===== src/rtl/round_sched.sv =====
// round_sched: four-lane round-robin front end to the shared mantissa round/normalize datapath.
// Optional exponent overflow saturation is enabled by defining ROUND_SCHED_OVF_EN.

module round_sched #(
   parameter int WIDTH = 106,
   parameter int EXPW  = 11
) (
   input  logic                 clk,
   input  logic                 rst,
   input  logic [3:0]           req_valid,
   output logic [3:0]           req_ready,
   input  logic [4*WIDTH-1:0]   req_man,
   input  logic [4*EXPW-1:0]    req_exp,
   input  logic [7:0]           req_prec,
   output logic                 out_valid,
   input  logic                 out_ready,
   output logic [1:0]           out_id,
   output logic [51:0]          out_norm,
   output logic [EXPW-1:0]      out_exp,
   output logic [1:0]           out_prec,
   output logic                 out_err,
   output logic                 out_ovf
);

   localparam logic [1:0] PREC_FP16 = 2'b00;
   localparam logic [1:0] PREC_FP32 = 2'b01;
   localparam logic [1:0] PREC_FP64 = 2'b10;
   localparam logic [1:0] PREC_ERR  = 2'b11;

   logic [1:0]       ptr;
   logic             s1_valid;
   logic [1:0]       s1_id;
   logic [WIDTH-1:0] s1_man;
   logic [EXPW-1:0]  s1_exp;
   logic [1:0]       s1_prec;

   logic             grant_hit;
   logic [1:0]       grant_id;
   logic [1:0]       cand;
   logic             grant_take;
   logic             s1_open;
   logic             s2_load;
   logic [WIDTH-1:0] grant_man;
   logic [EXPW-1:0]  grant_exp;
   logic [1:0]       grant_prec;

   logic             msb;
   logic             nxt;
   logic             lead;
   logic [WIDTH-1:0] shifted;
   logic [51:0]      frac64;
   logic [22:0]      frac32;
   logic [9:0]       frac16;
   logic             rb64;
   logic             rb32;
   logic             rb16;
   logic [53:0]      sum64;
   logic [24:0]      sum32;
   logic [11:0]      sum16;
   logic             carry;
   logic [1:0]       delta;
   logic [51:0]      rnd_norm;
   logic             rnd_err;
   logic [EXPW:0]    exp_sum;
   logic [EXPW-1:0]  rnd_exp;

   // Round-robin scan starting at ptr; first asserted lane wins.
   always_comb begin
      grant_hit = 1'b0;
      grant_id  = 2'd0;
      cand      = ptr;
      for (int k = 0; k < 4; k++) begin
         cand = ptr + 2'(k);
         if (!grant_hit && req_valid[cand]) begin
            grant_hit = 1'b1;
            grant_id  = cand;
         end
      end
   end

   always_comb begin
      grant_man  = req_man[int'(grant_id)*WIDTH +: WIDTH];
      grant_exp  = req_exp[int'(grant_id)*EXPW +: EXPW];
      grant_prec = req_prec[int'(grant_id)*2 +: 2];
   end

   assign s2_load    = s1_valid && (!out_valid || out_ready);
   assign s1_open    = !s1_valid || s2_load;
   assign grant_take = grant_hit && s1_open && !rst;
   assign req_ready  = grant_take ? (4'b0001 << grant_id) : 4'b0000;

   always_ff @(posedge clk) begin
      if (rst) begin
         ptr      <= 2'd0;
         s1_valid <= 1'b0;
         s1_id    <= 2'd0;
         s1_man   <= '0;
         s1_exp   <= '0;
         s1_prec  <= 2'd0;
      end else begin
         if (s1_open) begin
            s1_valid <= grant_take;
         end
         if (grant_take) begin
            ptr     <= grant_id + 2'd1;
            s1_id   <= grant_id;
            s1_man  <= grant_man;
            s1_exp  <= grant_exp;
            s1_prec <= grant_prec;
         end
      end
   end

   // Drop the leading one (at the MSB or one below) so the fraction sits at the top of shifted.
   always_comb begin
      msb     = s1_man[WIDTH-1];
      nxt     = s1_man[WIDTH-2];
      lead    = msb || nxt;
      shifted = msb ? (s1_man << 1) : (s1_man << 2);
      frac64  = shifted[WIDTH-1 -: 52];
      frac32  = shifted[WIDTH-1 -: 23];
      frac16  = shifted[WIDTH-1 -: 10];
      rb64    = shifted[WIDTH-53];
      rb32    = shifted[WIDTH-24];
      rb16    = shifted[WIDTH-11];
      sum64   = {2'b01, frac64} + {53'd0, rb64};
      sum32   = {2'b01, frac32} + {24'd0, rb32};
      sum16   = {2'b01, frac16} + {11'd0, rb16};
   end

   always_comb begin
      carry    = 1'b0;
      rnd_norm = '0;
      rnd_err  = 1'b0;
      case (s1_prec)
         PREC_FP64: begin
            carry    = sum64[53];
            rnd_norm = carry ? sum64[52:1] : sum64[51:0];
         end
         PREC_FP32: begin
            carry    = sum32[24];
            rnd_norm = {29'd0, (carry ? sum32[23:1] : sum32[22:0])};
         end
         PREC_FP16: begin
            carry    = sum16[11];
            rnd_norm = {42'd0, (carry ? sum16[10:1] : sum16[9:0])};
         end
         default: begin
            rnd_err = 1'b1;
         end
      endcase
      if (!lead || rnd_err) begin
         carry    = 1'b0;
         rnd_norm = '0;
      end
      delta = rnd_err ? 2'd0 : ({1'b0, msb} + {1'b0, carry});
      exp_sum = {1'b0, s1_exp} + (EXPW+1)'(delta);
   end

`ifdef ROUND_SCHED_OVF_EN
   logic [EXPW:0]   exp_max;
   logic [EXPW-1:0] exp_sat;
   logic            rnd_ovf;

   // Saturate to the all-ones exponent of the result format when the sum passes max normal.
   always_comb begin
      exp_max = (EXPW+1)'(2046);
      exp_sat = EXPW'(2047);
      case (s1_prec)
         PREC_FP32: begin
            exp_max = (EXPW+1)'(254);
            exp_sat = EXPW'(255);
         end
         PREC_FP16: begin
            exp_max = (EXPW+1)'(30);
            exp_sat = EXPW'(31);
         end
         default: begin
            exp_max = (EXPW+1)'(2046);
            exp_sat = EXPW'(2047);
         end
      endcase
      rnd_ovf = (s1_prec != PREC_ERR) && (exp_sum > exp_max);
      rnd_exp = rnd_ovf ? exp_sat : exp_sum[EXPW-1:0];
   end

   always_ff @(posedge clk) begin
      if (rst) begin
         out_ovf <= 1'b0;
      end else if (s2_load) begin
         out_ovf <= rnd_ovf;
      end
   end
`else
   assign rnd_exp = exp_sum[EXPW-1:0];
   assign out_ovf = 1'b0;
`endif

   // Output register; contents only change on a load, so data holds while stalled.
   always_ff @(posedge clk) begin
      if (rst) begin
         out_valid <= 1'b0;
         out_id    <= 2'd0;
         out_norm  <= '0;
         out_exp   <= '0;
         out_prec  <= 2'd0;
         out_err   <= 1'b0;
      end else if (s2_load) begin
         out_valid <= 1'b1;
         out_id    <= s1_id;
         out_norm  <= rnd_norm;
         out_exp   <= rnd_exp;
         out_prec  <= s1_prec;
         out_err   <= rnd_err;
      end else if (out_valid && out_ready) begin
         out_valid <= 1'b0;
      end
   end

endmodule


===== config.mk =====
export PLATFORM = sky130hd
export DESIGN_NAME = round_sched
export DESIGN_NICKNAME = d
export VERILOG_FILES = /design/src/rtl/round_sched.sv
export SDC_FILE = /design/constraint.sdc
export NUM_CORES = 1
export LEC_CHECK = 0
export ABC_AREA = 1
export CAP_MARGIN = 20
export CORE_AREA = 2 2 216 218
export DETAILED_ROUTE_END_ITERATION = 12
export DIE_AREA = 0 0 218 220
export REMOVE_ABC_BUFFERS = 1
export SLEW_MARGIN = 20
export SYNTH_ARGS = -nofsm -noshare
export SYNTH_HDL_FRONTEND = slang
export SYNTH_SLANG_ARGS = --single-unit

===== constraint.sdc =====
create_clock -name clk -period 5.9 [get_ports clk]
set_clock_uncertainty 0.05 [all_clocks]
set_input_delay 1.18 -clock clk [delete_from_list [all_inputs] [get_ports clk]]
set_output_delay 1.18 -clock clk [all_outputs]
set_load 0.1 [all_outputs]

==> metrics.txt, run 1 <==
outcome finished, final reports clean; core area 45900 µm²; via count 13500; Iteration-0 DRC Markers 939; Most used DFF post-synth dfxtp_1; post-synthesis cell count 1982; Hold Vio Cnt, Final 0; gr ovfl total 0; HPWL after detailed placement 39.9 mm; Critical Path RT 6.19 ns; worst hold path class reg -> reg; Die Area 48000 µm²; die width 218 µm; vias per inst 4.69; worst-case clock buffer depth 2; synthesis-to-layout area growth 41.0%; RR Endpoint out_exp[10]$_SDFFE_PP0P_; hold endpoint out_norm[46]$_SDFFE_PP0P_; all-layer global routing usage 0.203; # IOs 557; CTS Sinks 142; Final Cycle Share 0.868; depth of the worst hold-timing path 2; PwrDens 580 nW/µm²; largest net degree at the start of global routing 117; commonest non-fill, non-tap cell in the layout nand2_1; CTS Hold Bufs 0; worst hold slack 0.402 ns; CTS clk-pin slew, worst paths 0.07 ns; drc violations 0; Post-Syn Area per Cell 5.64 µm²; CP Launch Type register; fmax 195 MHz; R2R depth 27; Arr. time, crit path 5.41 ns; sequential-to-total area share from yosys stat 0.254; actual slew at the worst max-slew pin 1.06 ns; async set-reset flop share out of synthesis 0; max-slew violations 0; Worst R2R Setup Slack 0.78 ns; FP Rows 79; kind of critical path reg -> reg; later-pin clock latency in the skew report 0.44 ns; Antenna Violating Nets Remaining 0; Post-CTS Setup Inserts 0; post_cts resized 0; total CTS buffers 17; Worst R2R Start s1_man[105]$_SDFFE_PP0P_; Distinct cells, synth 42; maximum VDD drop 410 µV; #FFs+latches synth 142; TNS Setup 0 ns; commonest non-fill, non-tap cells in the layout nand2_1 (809), nand3_1 (384), clkdlybuf4s50_1 (347); Rel. slew slack 0.289; crit path time final 5.12 ns; global-route wire length before repair 74.4 mm; Wirelength per Cell 17.3 µm; Initial Util 0.244; port bufs 351; H-tree depth 4; routed wire length 49.8 mm; TritonCTS clock tree built; antenna violations before repair 4; Final Util 0.344; unrepaired setup endpoints after global routing no; number of synthesized flops with an enable pin 0; max-cap violations 0; Non-Filler Instances 2887; Die Y 220 µm; vias in the first global route 12700; Final setup viols 0; Final Wtd Congestion 0.909; critical path capture point type register; Crit Path Max Fanout 33; Warnings, synthesis 0; Root Driver clkbuf_16; total design power 9.15 mW; Cell Area, Synth 11200 µm²; share of post-route cells with drive strength above 1 0.0461; leakage power 7.02 nW; Hold Path Origin out_norm[46]$_SDFFE_PP0P_; placed insts 2854; drt pass-1 iters 7; Final #Nets 2762
how the worst max path moves through the flow:
stage / from / endpoint / slack, ns / cells after the start
6_report: s1_man[105]$_SDFFE_PP0P_ / out_exp[10]$_SDFFE_PP0P_ / 0.78 / 27
5_1_grt: s1_man[105]$_SDFFE_PP0P_ / out_exp[10]$_SDFFE_PP0P_ / 0.40 / 27
3_3_place_gp: s1_man[105]$_SDFFE_PP0P_ / out_exp[10]$_SDFFE_PP0P_ / 0.83 / 27
2_1_floorplan: req_valid[2] / req_ready[1] / -4.29 / 13
3_5_place_dp: s1_man[105]$_SDFFE_PP0P_ / out_exp[10]$_SDFFE_PP0P_ / 0.79 / 27
4_1_cts: s1_man[105]$_SDFFE_PP0P_ / out_exp[10]$_SDFFE_PP0P_ / 0.75 / 27
where the power goes:
| group | internal (mW) | switching [mW] | total (mW) |
|---|---|---|---|
| logic | 1.88 | 4.63 | 6.50 |
| registers | 1.28 | 0.219 | 1.49 |
| clock network | 0.681 | 0.473 | 1.15 |
per-layer routing:
metal	part of all wire	global-route usage	up-vias	routed length, µm
li1	-	-	6904	-
met1	0.48	0.284	6229	24100
met2	0.45	0.320	360	22300
met3	0.053	0.0385	41	2650
met4	0.015	0.0463	6	737
met5	0.00090	0	-	45
area by class of cell:
type / count / area, µm²
diodes: 1 / 2.50
clock buffers: 20 / 478
clock inverters: 12 / 146
fillers: 5139 / 30100
inverters: 152 / 573
multi-input cells: 1582 / 7250
flip-flops and latches: 142 / 2850
well taps: 607 / 759
repair buffers: 371 / 3720
Yosys cell counts (2+ instances only):
master / instances / area share
inv_1: 142 / 0.048
clkinv_1: 2 / 0.00067
a21oi_1: 22 / 0.0098
a31oi_1: 3 / 0.0017
buf_6: 12 / 0.012
buf_1: 3 / 0.0010
nand3b_1: 4 / 0.0027
buf_2: 43 / 0.019
or2_2: 3 / 0.0017
nor2_2: 8 / 0.0045
xnor2_1: 7 / 0.0055
nor3_1: 8 / 0.0036
inv_2: 8 / 0.0027
a211oi_1: 3 / 0.0020
o211ai_1: 3 / 0.0020
o21ai_2: 6 / 0.0047
o21ai_0: 45 / 0.020
dfxtp_1: 142 / 0.25
o31ai_1: 5 / 0.0034
nand3_1: 385 / 0.17
nand4_1: 24 / 0.013
nor2_1: 142 / 0.048
nor3_2: 3 / 0.0027
nor2_4: 5 / 0.0050
nand2_2: 6 / 0.0034
nand2_1: 810 / 0.27
xor2_1: 41 / 0.032
buf_4: 3 / 0.0020
clkbuf_1: 45 / 0.015
ha_1: 12 / 0.013
o21ai_1: 26 / 0.012
kinds of logic after synthesis:
group	count (synthesis)	synth area share
DFF	142	0.254
buffers and inverters	258	0.100
adders and majority gates	13	0.0152
xor gates and xnor gates	48	0.0376
AOI/OAI and AO/OA	116	0.0583
other	1	0.000335
and+or+nand+nor	1404	0.534
worst max-delay path: stages, from the launching register on:
cell      delay [ns]
dfxtp_4         0.36
inv_2           0.47
nand2_1         0.10
o21ai_0         0.12
ha_1            0.22
nand3_1         0.16
inv_1           0.16
nand2_2         0.13
inv_1           0.07
nand2_1         0.12
nor2_4          0.17
nand3_2         0.24
nor2_4          0.38
nand2_1         0.09
a31oi_1         0.20
ha_1            0.15
inv_1           0.04
nor2_1          0.11
ha_1            0.18
inv_1           0.06
fa_1            0.40
nor2_1          0.21
and3_1          0.26
nand4_1         0.18
nand2_1         0.11
nand2_1         0.05
o221ai_1        0.15
inv_1           0.05
sequential cells by signal (all words and copies together) (netlist names), 2 cells and up:
| name | cells |
|---|---|
| s1_man | 55 |
| out_norm | 52 |
| out_exp | 11 |
| s1_exp | 11 |
| out_id | 2 |
| out_prec | 2 |
| ptr | 2 |
| s1_id | 2 |
| s1_prec | 2 |
metrics by stage:
stage          area (µm²)  setup slack (ns)
2_1_floorplan       10600             -4.29
3_3_place_gp        15100             0.834
3_5_place_dp        15100             0.793
4_1_cts             15800             0.751
5_1_grt             15800             0.401
6_report            15800             0.779
Power figures use the tool's default switching activity.
==> inputs of run 2 (changes only) <==
--- a/config.mk
+++ b/config.mk
@@ -8,6 +8,7 @@
 export ABC_AREA = 1
 export CAP_MARGIN = 20
 export CORE_AREA = 2 2 216 218
+export CTS_CLUSTER_DIAMETER = 80
 export DETAILED_ROUTE_END_ITERATION = 12
 export DIE_AREA = 0 0 218 220
 export REMOVE_ABC_BUFFERS = 1
==> results of run 2 <==
Same layout as run 1: the final DEF is identical, and so are final timing and power.
